==> src/rtl/vram_write_arbiter.sv <==
// Write-port owner for the 256x256 RGB video RAM: arbitrates user pixel writes
// against a rectangle fill engine, one registered write per cycle at most.
//
// state | meaning
// IDLE  | waiting for fill_start; only the CPU can write
// CLIP  | extents computed from latched rectangle; first pixel may be granted
// FILL  | walking x then y over the clipped rectangle
// DONE  | one-cycle fill_done pulse
module vram_write_arbiter #(
  parameter int ADDR_W = 16,
  parameter int DATA_W = 24,
  parameter int LINE_W = 256
) (
  input  logic              clk,
  input  logic              reset,
  input  logic              cpu_req,
  input  logic [ADDR_W-1:0] cpu_addr,
  input  logic [DATA_W-1:0] cpu_data,
  output logic              cpu_ack,
  input  logic              fill_start,
  input  logic [7:0]        fill_x0,
  input  logic [7:0]        fill_y0,
  input  logic [8:0]        fill_w,
  input  logic [8:0]        fill_h,
  input  logic [DATA_W-1:0] fill_color,
  output logic              fill_busy,
  output logic              fill_done,
  output logic [ADDR_W-1:0] vram_addr,
  output logic [DATA_W-1:0] vram_din,
  output logic              vram_we
);

  localparam logic [1:0] S_IDLE = 2'd0;
  localparam logic [1:0] S_CLIP = 2'd1;
  localparam logic [1:0] S_FILL = 2'd2;
  localparam logic [1:0] S_DONE = 2'd3;

  localparam logic GRANT_CPU  = 1'b0;
  localparam logic GRANT_FILL = 1'b1;

  localparam logic [9:0] LINE_END = 10'(LINE_W);

  logic [1:0]        state, state_nx;
  logic              last_grant;
  logic [7:0]        x0_q, y0_q, x_q, y_q;
  logic [8:0]        w_q, h_q;
  logic [DATA_W-1:0] color_q;
  logic              fill_last;

  logic [9:0]        sum_x, sum_y, xe, ye;
  logic              x_at_end, y_at_end;
  logic              fill_empty;
  logic              fill_el, cpu_el;
  logic              grant_cpu, grant_fill;
  logic [ADDR_W-1:0] fill_addr;

  // 10-bit sums so x0+w never wraps before clipping to the line length
  assign sum_x = {2'b00, x0_q} + {1'b0, w_q};
  assign sum_y = {2'b00, y0_q} + {1'b0, h_q};
  assign xe    = (sum_x > LINE_END) ? LINE_END : sum_x;
  assign ye    = (sum_y > LINE_END) ? LINE_END : sum_y;

  assign x_at_end   = (({2'b00, x_q} + 10'd1) == xe);
  assign y_at_end   = (({2'b00, y_q} + 10'd1) == ye);
  assign fill_empty = (w_q == 9'd0) || (h_q == 9'd0);
  assign fill_addr  = ADDR_W'({y_q, x_q});

  // The first pixel is offered from CLIP so write k lands in cycle 2+k.
  assign fill_el = ((state == S_CLIP) && !fill_empty) ||
                   ((state == S_FILL) && !fill_last);
  // The cycle right after an ack is a forced gap for registered requesters.
  assign cpu_el  = cpu_req && !cpu_ack;

  assign grant_fill = fill_el && (!cpu_el || (last_grant == GRANT_CPU));
  assign grant_cpu  = cpu_el  && (!fill_el || (last_grant == GRANT_FILL));

  always_comb begin
    state_nx = state;
    case (state)
      S_IDLE:  if (fill_start) state_nx = S_CLIP;
      S_CLIP:  state_nx = fill_empty ? S_DONE : S_FILL;
      S_FILL:  if (fill_last) state_nx = S_DONE;
      default: state_nx = S_IDLE;
    endcase
  end

  always_ff @(posedge clk) begin
    if (reset) begin
      state      <= S_IDLE;
      last_grant <= GRANT_CPU;
      x0_q       <= '0;
      y0_q       <= '0;
      w_q        <= '0;
      h_q        <= '0;
      color_q    <= '0;
      x_q        <= '0;
      y_q        <= '0;
      fill_last  <= 1'b0;
      cpu_ack    <= 1'b0;
      fill_busy  <= 1'b0;
      fill_done  <= 1'b0;
      vram_addr  <= '0;
      vram_din   <= '0;
      vram_we    <= 1'b0;
    end else begin
      state     <= state_nx;
      fill_busy <= (state_nx != S_IDLE);
      fill_done <= (state_nx == S_DONE);
      cpu_ack   <= grant_cpu;
      vram_we   <= grant_cpu | grant_fill;

      if (grant_cpu) begin
        vram_addr  <= cpu_addr;
        vram_din   <= cpu_data;
        last_grant <= GRANT_CPU;
      end else if (grant_fill) begin
        vram_addr  <= fill_addr;
        vram_din   <= color_q;
        last_grant <= GRANT_FILL;
      end

      if ((state == S_IDLE) && fill_start) begin
        x0_q      <= fill_x0;
        y0_q      <= fill_y0;
        w_q       <= fill_w;
        h_q       <= fill_h;
        color_q   <= fill_color;
        x_q       <= fill_x0;
        y_q       <= fill_y0;
        fill_last <= 1'b0;
      end else if (grant_fill) begin
        if (x_at_end) begin
          x_q <= x0_q;
          if (y_at_end) fill_last <= 1'b1;
          else          y_q       <= y_q + 8'd1;
        end else begin
          x_q <= x_q + 8'd1;
        end
      end
    end
  end

endmodule

==> config.mk <==
export PLATFORM = sky130hd
export DESIGN_NAME = vram_write_arbiter
export DESIGN_NICKNAME = d
export VERILOG_FILES = /design/src/rtl/vram_write_arbiter.sv
export SDC_FILE = /design/constraint.sdc
export NUM_CORES = 1
export LEC_CHECK = 0
export BUFFER_PORTS_ARGS = -buffer_cell sky130_fd_sc_hd__buf_2
export CAP_MARGIN = 20
export CORE_MARGIN = 2
export CORE_UTILIZATION = 28
export DETAILED_ROUTE_END_ITERATION = 8
export PLACE_DENSITY = 0.55
export SYNTH_ARGS = -nofsm -noshare
export SYNTH_HDL_FRONTEND = slang
export SYNTH_SLANG_ARGS = --single-unit
export TNS_END_PERCENT = 100
==> constraint.sdc <==
create_clock -name clk -period 4.3 [get_ports clk]
set_input_delay 0.43 -clock clk [delete_from_list [all_inputs] [get_ports clk]]
set_output_delay 0.43 -clock clk [all_outputs]
set_load 0.02 [all_outputs]
== After elaboration in Yosys (flattened, before gate mapping) ==
Index checks and enable logic that the tools add are counted.
W data, S select, Z words.
Storage, ports and cells
  flip-flop bits (word level): 122
  input bits: 102
  logic and storage cells: 75
Cells by class
  add/sub/neg operators: 6
  magnitude comparators: 2
  equality and inequality tests: 6
  mux-type cells: 17
  bitwise gates (word level): 2
  reductions and logical operators: 26
Operators by type and width (count)
  $mux W8: 7
  $mux W24: 2
  $mux W16: 2
  $add A8 B9 Y10: 2
  $eq A9 B10 Y1: 2
  $gt A10 B9 Y1 const B: 2
  $mux W10: 2
  $add A8 B1 Y9 const B: 2
  $logic_not A9 Y1: 2
  $add A8 B1 Y8 const B: 2
  $reduce_bool A2 Y1: 4
  $logic_and A1 B1 Y1: 6
  $pmux W2 S3: 1
  $reduce_and A3 Y1: 2
  $logic_not A1 Y1: 5
  $eq A2 B2 Y1 const B: 2
  $logic_or A1 B1 Y1: 4
  $mux W2: 2
  $reduce_or A2 Y1: 2
  $eq A2 B1 Y1 const B: 1
  $logic_not A2 Y1: 1
  $ne A2 B1 Y1 const B: 1
  $mux W1: 1
  $not A1 Y1: 1
  $or A1 B1 Y1: 1

== Logic depth before layout (Yosys ltp) ==
Gate-level depths: netlist of the first run.
  depth in word-level cells: 9
  mapped depth: 14

== Worst setup path after synthesis of the first run ==
No wires, ideal clock.
  path type: reg2reg
  start point: register w_q[0]
  end point: register x_q[7]
  arrival: 3149 ps
  slack: 1019 ps
  cell stages (with the launch flop): 15
  path buffers: 1
  period minus slack after synthesis: 3281 ps
  path through: dfxtp_1 > ha_1 > inv_1 > fa_1 > nand2b_1 > a21bo_2 > nand3_1 > a31oi_2 > or4_1 > a22o_1 > nor4_2 > buf_2 > mux2_2 > nand3_1 > a21oi_1
Between the ends
  cells in the longest elaborated chain, start to end: 7
Ends and longest elaborated chain
  start, declared: RTL line 46  | logic [8:0] w_q, h_q;
  start signal, assigned: RTL line 125  | w_q <= fill_w;
  $add A8 B9 Y10 or $logic_not A9 Y1 (tied branches): RTL line 58, 65
  $gt A10 B9 Y1 or $logic_or A1 B1 Y1 (tied branches): RTL line 60, 65
  $mux W10 or $logic_not A1 Y1 (tied branches): RTL line 60, 69
  $eq A9 B10 Y1 or $logic_and A1 B1 Y1 (tied branches): RTL line 63, 69
  $mux W8 or $logic_or A1 B1 Y1 (tied branches): RTL line 132, 69
  $mux W8 or $logic_and A1 B1 Y1 (tied branches): RTL line 131, 74
  $mux W8 or $reduce_bool A2 Y1 (tied branches)
  end signal, assigned: RTL line 128  | x_q <= fill_x0;
  end signal, assigned: RTL line 133  | x_q <= x0_q;
  end signal, assigned: RTL line 137  | x_q <= x_q + 8'd1;
  end, declared: RTL line 45  | logic [7:0] x0_q, y0_q, x_q, y_q;
Parallel ways exist; a longest one is shown, timed or not. The select of a mux whose other input is x is not followed.
A chain may end at the register's enable or synchronous reset.

== Worst setup path in the final report of the first run ==
  start point: register w_q[0]
  end point: register y_q[7]
Between the ends
  cells in the longest elaborated chain, start to end: 8
Ends and longest elaborated chain
  branches (longest 7 deep; another with $add A8 B9 Y10)
  $reduce_and A3 Y1 (no source line) (*)
  end signal, assigned: RTL line 129  | y_q <= fill_y0;
  end signal, assigned: RTL line 135  | else y_q <= y_q + 8'd1;
  end, declared: RTL line 45
Every way passes the cells marked *.

==> flow_summary_export.csv, run 1 <==
group,metric,value,unit
synth,ys_ff_latch,122,
worst_setup_path,critPathMaxFanout,12,
worst_setup_path,start_kind,"register",
clocking,cts_buffers,17,
status,status,"finished clean",
worst_setup_path,cp.depth,13,
placed_design,post-dp-hpwl,14.2,mm
grt,grt_use_total,0.163,
clocking,cts_tree,"yes",
die,coreArea,0.0227,mm2
min_path,worstHoldPathCells,3,
job,max_cap_violations,0,
synth,ys_warn_count,0,
synth,ys_types,66,
power_and_ir_drop,leakagePower,3.45,nW
die,rows,55,
cells_and_area,drive_above_1_share,0.218,
clocking,clk_latency,0.42,ns
power_and_ir_drop,p_per_area,591,mW/mm2
grt,grt_util_met1,0.221,
timing,min_period,3.82,ns
timing,rsz0062_at_grt,"false",
clocking,cts-htree-levels,4,
worst_setup_path,cp.required,4.63,ns
routing,ant_nets,0,
synth,async_flop_share,0,
clocking,cts_resized,0,
grt,grt_pass1_vias,5870,
synth,netlist.area_leader.share,0.376,
die,initial_core_util,0.286,
synth,seq_area_frac_synth,0.376,
clocking,cts_root_buf,"clkbuf_16",
min_path,hold_class,"in2reg",
synth,synth.cell_area,0.00649,mm2
routing,drc,0,
grt,grt_use_met3,0.0338,
worst_setup_path,crit_slowest_cell,"or4_1",
cells_and_area,postLayoutCellArea,0.00800,mm2
placed_design,gp_congestion,0.953,
die,fp.dieW,156,um
clocking,clock_sinks,122,
timing,min_period_over_period,0.890,
worst_setup_path,critPathKind,"reg2reg",
grt,grt-ovfl-total,0,
synth,syn_area_per_cell,7.94,um2
timing,fmax,0.261,GHz
routing,first_pass_iters,5,
routing,vias,6154,
die,die_y,156,um
die,die_area,0.0244,mm2
timing,setup_viol,0,
worst_setup_path,cp-end-kind,"register",
timing,hold_viol_final,0,
synth,synthTopCellsByArea,"dfxtp_1 (38%), nand2_1 (11%), mux2i_1 (7.6%), a21oi_1 (6.7%), o21ai_0 (5.5%)",
routing,viasPerCell,4.98,
grt,gr-max-usage-layer,"met2",
synth,synth_edf_count,0,
cells_and_area,fin_nets,1063,
clocking,cts_hold_buf,0,
cells_and_area,fillers,2453,
worst_setup_path,cp_cell_sequence,"ha_1 -> inv_1 -> fa_1 -> nand2b_1 -> a21bo_2 -> nand3_1 -> a31oi_2 -> or4_1 -> a22o_1 -> nor4_2 -> nand3b_1 -> or3_1 -> a311oi_1",
grt,grt_pass1_wl,31.0,mm
synth,synth_nets,944,
timing,skew,0.0121,ns
worst_setup_path,cp_num_buf_inv,1,
synth,yosysMostFrequentCell,"nand2_1",
clocking,post-cts-setup-buffers,0,
synth,syn-instance-count,818,
cells_and_area,syn_to_final_growth,23.3,%
routing,postRouteWirelength,19.7,mm
worst_setup_path,worstPathArrival,4.15,ns
synth,synth_top_area_cell,"dfxtp_1",
timing,finalSetupTns,0,ns
timing,slew_headroom,0.472,
synth,synthFlopType,"dfxtp_1",
die,io_pins,146,
routing,wire_per_inst,16.0,um
timing,worst_slew_pin_slew,0.792,ns
grt,antenna_found_initial,2,
grt,grt_max_degree,71,
clocking,path_clk_slew,0.06,ns
worst_setup_path,crit_path_max_incr_delay,0.54,ns
placed_design,portBuffers,145,
placed_design,placed_area,0.00744,mm2
power_and_ir_drop,ir_drop,0.312,mV
worst_setup_path,worst_path_dominant_cell_family,"simple AND/OR/NAND/NOR gates",
clocking,clock_path_buffers,2,
timing,slew_viol_final,0,
routing,drtIter0Drc,403,
grt,grtUsageMet2,0.257,
synth,synthTopCellsByCount,"nand2_1 (183), dfxtp_1 (122), a21oi_1 (87), o21ai_0 (71), mux2i_1 (49)",
worst_setup_path,r2r_cells,13,
## routing by layer
metal / up-vias / wire [um] / share of wire
met3: 17 / 921 / 0.047
met1: 2864 / 9450 / 0.48
met4: 0 / 387 / 0.020
met2: 151 / 8980 / 0.46
met5: - / 0 / 0
li1: 3122 / - / -
## power breakdown
part           leakage, nW  switching, mW  internal (mW)
Sequential            1.00          0.236           1.38
Combinational         2.19           1.09          0.688
Clock                0.258          0.582          0.745
Total                 3.45           1.91           2.81
## area by class of cell
| type | count | area [um2] | area share |
|---|---|---|---|
| flip-flops and latches | 122 | 2440 | 0.305 |
| clock buffers | 17 | 425 | 0.0532 |
| repair buffers | 154 | 806 | 0.101 |
| multi-input cells | 619 | 3770 | 0.471 |
| well taps | 285 | 357 | 0.0446 |
| inverters | 23 | 86.3 | 0.0108 |
| clock inverters | 15 | 118 | 0.0147 |
| diodes | 1 | 2.50 | 0.000313 |
## worst paths after layout
kind	startpoint	end	slack [ns]
max reg2reg	w_q[0]	y_q[7]	0.48
min reg2reg	vram_din[4]	vram_din[4]	0.44
min	fill_h[8]	h_q[8]	0.25
max	w_q[0]	y_q[7]	0.48
## logic make-up (layout without fill, tap and decap cells)
kind of cell / after synthesis / count (layout) / synth area share
muxes: 50 / 50 / 0.0773
xor gates and xnor gates: 25 / 25 / 0.0382
adders and majority gates: 24 / 24 / 0.0486
other: 0 / 1 / 0
and+or+nand+nor: 289 / 289 / 0.198
AOI/OAI and AO/OA: 231 / 231 / 0.216
DFF: 122 / 122 / 0.376
buffers and inverters: 77 / 209 / 0.0459
## state kept, by name (all words and copies together), names as in the netlist, 8 cells and up
name	flops
y_q	8
w_q	9
y0_q	8
x_q	8
vram_din	24
vram_addr	16
x0_q	8
color_q	24
h_q	9
## through the flow
stage / hold WS, ns / power [mW] / setup WS, ns / util / cells
2_1_floorplan: 0.436 / 2.88 / 1.02 / - / 818
3_3_place_gp: 0.430 / 3.40 / 0.591 / 0.327 / 1202
3_5_place_dp: 0.436 / 3.41 / 0.525 / 0.327 / 1202
4_1_cts: 0.228 / 4.76 / 0.506 / 0.351 / 1234
5_1_grt: 0.243 / 5.05 / 0.163 / 0.352 / 1236
6_report: 0.246 / 4.73 / 0.475 / 0.352 / 1236
## layout by cell type, fill, tap and decap left out, drive strengths merged, types with 7 or more instances in the layout
master,count
xor2,13
dfxtp,122
o21ai,74
nor3,16
or3,9
a21oi,87
a211oi,7
nand3,10
clkbuf,17
nand2,183
ha,22
a31oi,7
xnor2,10
buf,154
mux2i,49
inv,28
nor4,8
nor2,29
## worst reg2reg max path: cells and delay by family (launching register included)
family | cells | cell delay (ns)
simple gates | 6 | 1.86
buf+inv | 1 | 0.08
fa+ha+maj | 2 | 0.63
compound gates | 4 | 0.81
flops | 1 | 0.36
Note: power is estimated with default switching activity, not from simulation.
==> run 2: changes to the inputs <==
Clock period 4.3 ns to 3.8 ns, I/O delays scaled along.
==> run 2 against run 1 <==
Compared with the run above: sequential share of layout area shrank 0.45 points; register-to-register slack lost 0.23 ns; clock-buffer cell count grew 1; sequential power grew 13%; via count grew 0.55%; clock power grew 22%; setup slack lost 0.23 ns; first-iteration DRC count grew 0.74%.
==> flow_summary_export.csv, run 2 (same netlist as run 1, synthesis figures left out) <==
group,metric,value,unit
status,status,"finished clean",
clocking,clock_path_buffers,2,
power_and_ir_drop,ir_drop,0.305,mV
timing,finalSetupTns,0,ns
die,io_pins,146,
routing,drc,0,
cells_and_area,fin_cells,1242,
grt,grt_max_degree,70,
min_path,hold_start,"fill_color[15]",
cells_and_area,postLayoutCellArea,0.00813,mm2
routing,viasPerCell,4.98,
routing,ant_nets,0,
timing,rsz0062_at_grt,"false",
grt,grt_pass1_wl,30.5,mm
timing,min_period,3.56,ns
routing,first_pass_iters,4,
power_and_ir_drop,p_per_area,678,mW/mm2
worst_setup_path,cp.required,4.15,ns
timing,slew_headroom,0.389,
cells_and_area,fin_nets,1070,
clocking,clock_sinks,122,
placed_design,placed_area,0.00749,mm2
worst_setup_path,critPathMaxFanout,5,
cells_and_area,drive_above_1_share,0.229,
timing,min_period_over_period,0.936,
cells_and_area,largestRegisters,"color_q: 24 flops, vram_din: 24 flops, vram_addr: 16 flops",
timing,hold_viol_final,0,
min_path,hold_class,"in2reg",
clocking,cts-htree-levels,4,
routing,vias,6188,
worst_setup_path,start_kind,"register",
cells_and_area,syn_to_final_growth,25.2,%
worst_setup_path,worst_path_dominant_cell_family,"simple AND/OR/NAND/NOR gates",
routing,postRouteWirelength,19.7,mm
power_and_ir_drop,p_total,5.51,mW
timing,skew,0.0165,ns
die,die_y,156,um
job,max_cap_violations,0,
timing,fmax,0.281,GHz
worst_setup_path,cp-end-kind,"register",
clocking,path_clk_slew,0.06,ns
worst_setup_path,r2r_cells,14,
die,initial_core_util,0.286,
power_and_ir_drop,leakagePower,3.50,nW
routing,drtIter0Drc,406,
min_path,worstHoldPathCells,3,
timing,worst_slew_pin_slew,0.916,ns
cells_and_area,layout_common_cells,"nand2_1 (181), buf_2 (146), dfxtp_1 (120), a21oi_1 (86), o21ai_0 (71)",
timing,setup_viol,0,
clocking,cts_buffers,17,
worst_setup_path,crit_path_max_incr_delay,0.53,ns
routing,wire_per_inst,15.9,um
timing,slew_viol_final,0,
die,rows,55,
grt,grt_use_total,0.161,
placed_design,post-dp-hpwl,14.2,mm
die,coreArea,0.0227,mm2
die,die_area,0.0244,mm2
worst_setup_path,worstPathArrival,3.91,ns
placed_design,gp_congestion,0.888,
clocking,cts_tree,"yes",
grt,grt_pass1_vias,5702,
worst_setup_path,rrSetupSlack,0.24,ns
clocking,cts_root_buf,"clkbuf_16",
min_path,hold_end,"color_q[15]",
worst_setup_path,r2r_start,"w_q[0]",
worst_setup_path,crit_slowest_cell,"or4_1",
placed_design,portBuffers,145,
cells_and_area,insertedDiodeCount,0,
cells_and_area,final_common_cell,"nand2_1",
worst_setup_path,r2r-end,"y_q[4]",
clocking,clk_latency,0.42,ns
worst_setup_path,cp_cell_sequence,"ha_4 -> inv_1 -> fa_1 -> nand2b_1 -> a21bo_2 -> nand3_1 -> a31oi_2 -> or4_1 -> a22o_1 -> nor4_4 -> nand3b_1 -> buf_6 -> or3_1 -> a31oi_1",
die,fp.dieW,156,um
worst_setup_path,critPathKind,"reg2reg",
timing,hold-worst-slack,0.194,ns
grt,antenna_found_initial,1,
placed_design,dp.cells,1208,
worst_setup_path,cp_num_buf_inv,2,
worst_setup_path,cp.depth,14,
grt,grt-ovfl-total,0,
-- run 2: final cells by class --
class                   instances  area (um2)
repair buffers                161         860
inverters                      23        86.3
clock inverters                14         146
clock buffers                  18         439
well taps                     285         357
flip-flops and latches        122        2440
multi-input cells             619        3800
fillers                      2474       14600
-- run 2: what timing repair did --
| action | in CTS | in global routing |
|---|---|---|
| gates resized for setup | 0 | 8 |
| hold buffers | 0 | 0 |
| hold endpoints to repair | 0 | 0 |
| buffers inserted | 0 | 1 |
| setup endpoints to repair | 0 | 12 |
-- run 2: worst max path at each step --
stage / startpoint / to / slack (ns)
after detailed placement: w_q[0] / y_q[7] / 0.02
after CTS: w_q[0] / y_q[7] / 0.01
final: w_q[0] / y_q[4] / 0.24
after floorplan: w_q[0] / x_q[7] / 0.52
after global placement: w_q[0] / y_q[7] / 0.09
after global routing: w_q[0] / y_q[5] / 0.005
-- run 2: stage by stage --
step | util | setup WS [ns]
after global routing | 0.358 | 0.00524
after detailed placement | 0.330 | 0.0247
final | 0.358 | 0.245
after global placement | 0.330 | 0.0921
after floorplan | - | 0.519
after CTS | 0.356 | 0.0100
-- run 2: power breakdown --
part           total, mW  switching (mW)  internal, mW
sequential          1.83           0.267          1.56
combinational       2.06            1.26         0.805
clock               1.62           0.634         0.983
-- run 2: per-layer routing --
metal | track usage | vias up | part of all wire
met5 | 0 | - | 0
met4 | 0.0441 | 0 | 0.0068
met3 | 0.0377 | 9 | 0.045
met2 | 0.258 | 156 | 0.47
met1 | 0.217 | 2893 | 0.48
li1 | - | 3130 | -
-- run 2: worst register-to-register path, delay by kind of cell, from the launching register on --
kind,cells,cell delay [ns]
AOI/OAI and AO/OA,4,0.71
and+or+nand+nor,6,1.63
DFF,1,0.36
adders and majority gates,2,0.55
buffers and inverters,2,0.26
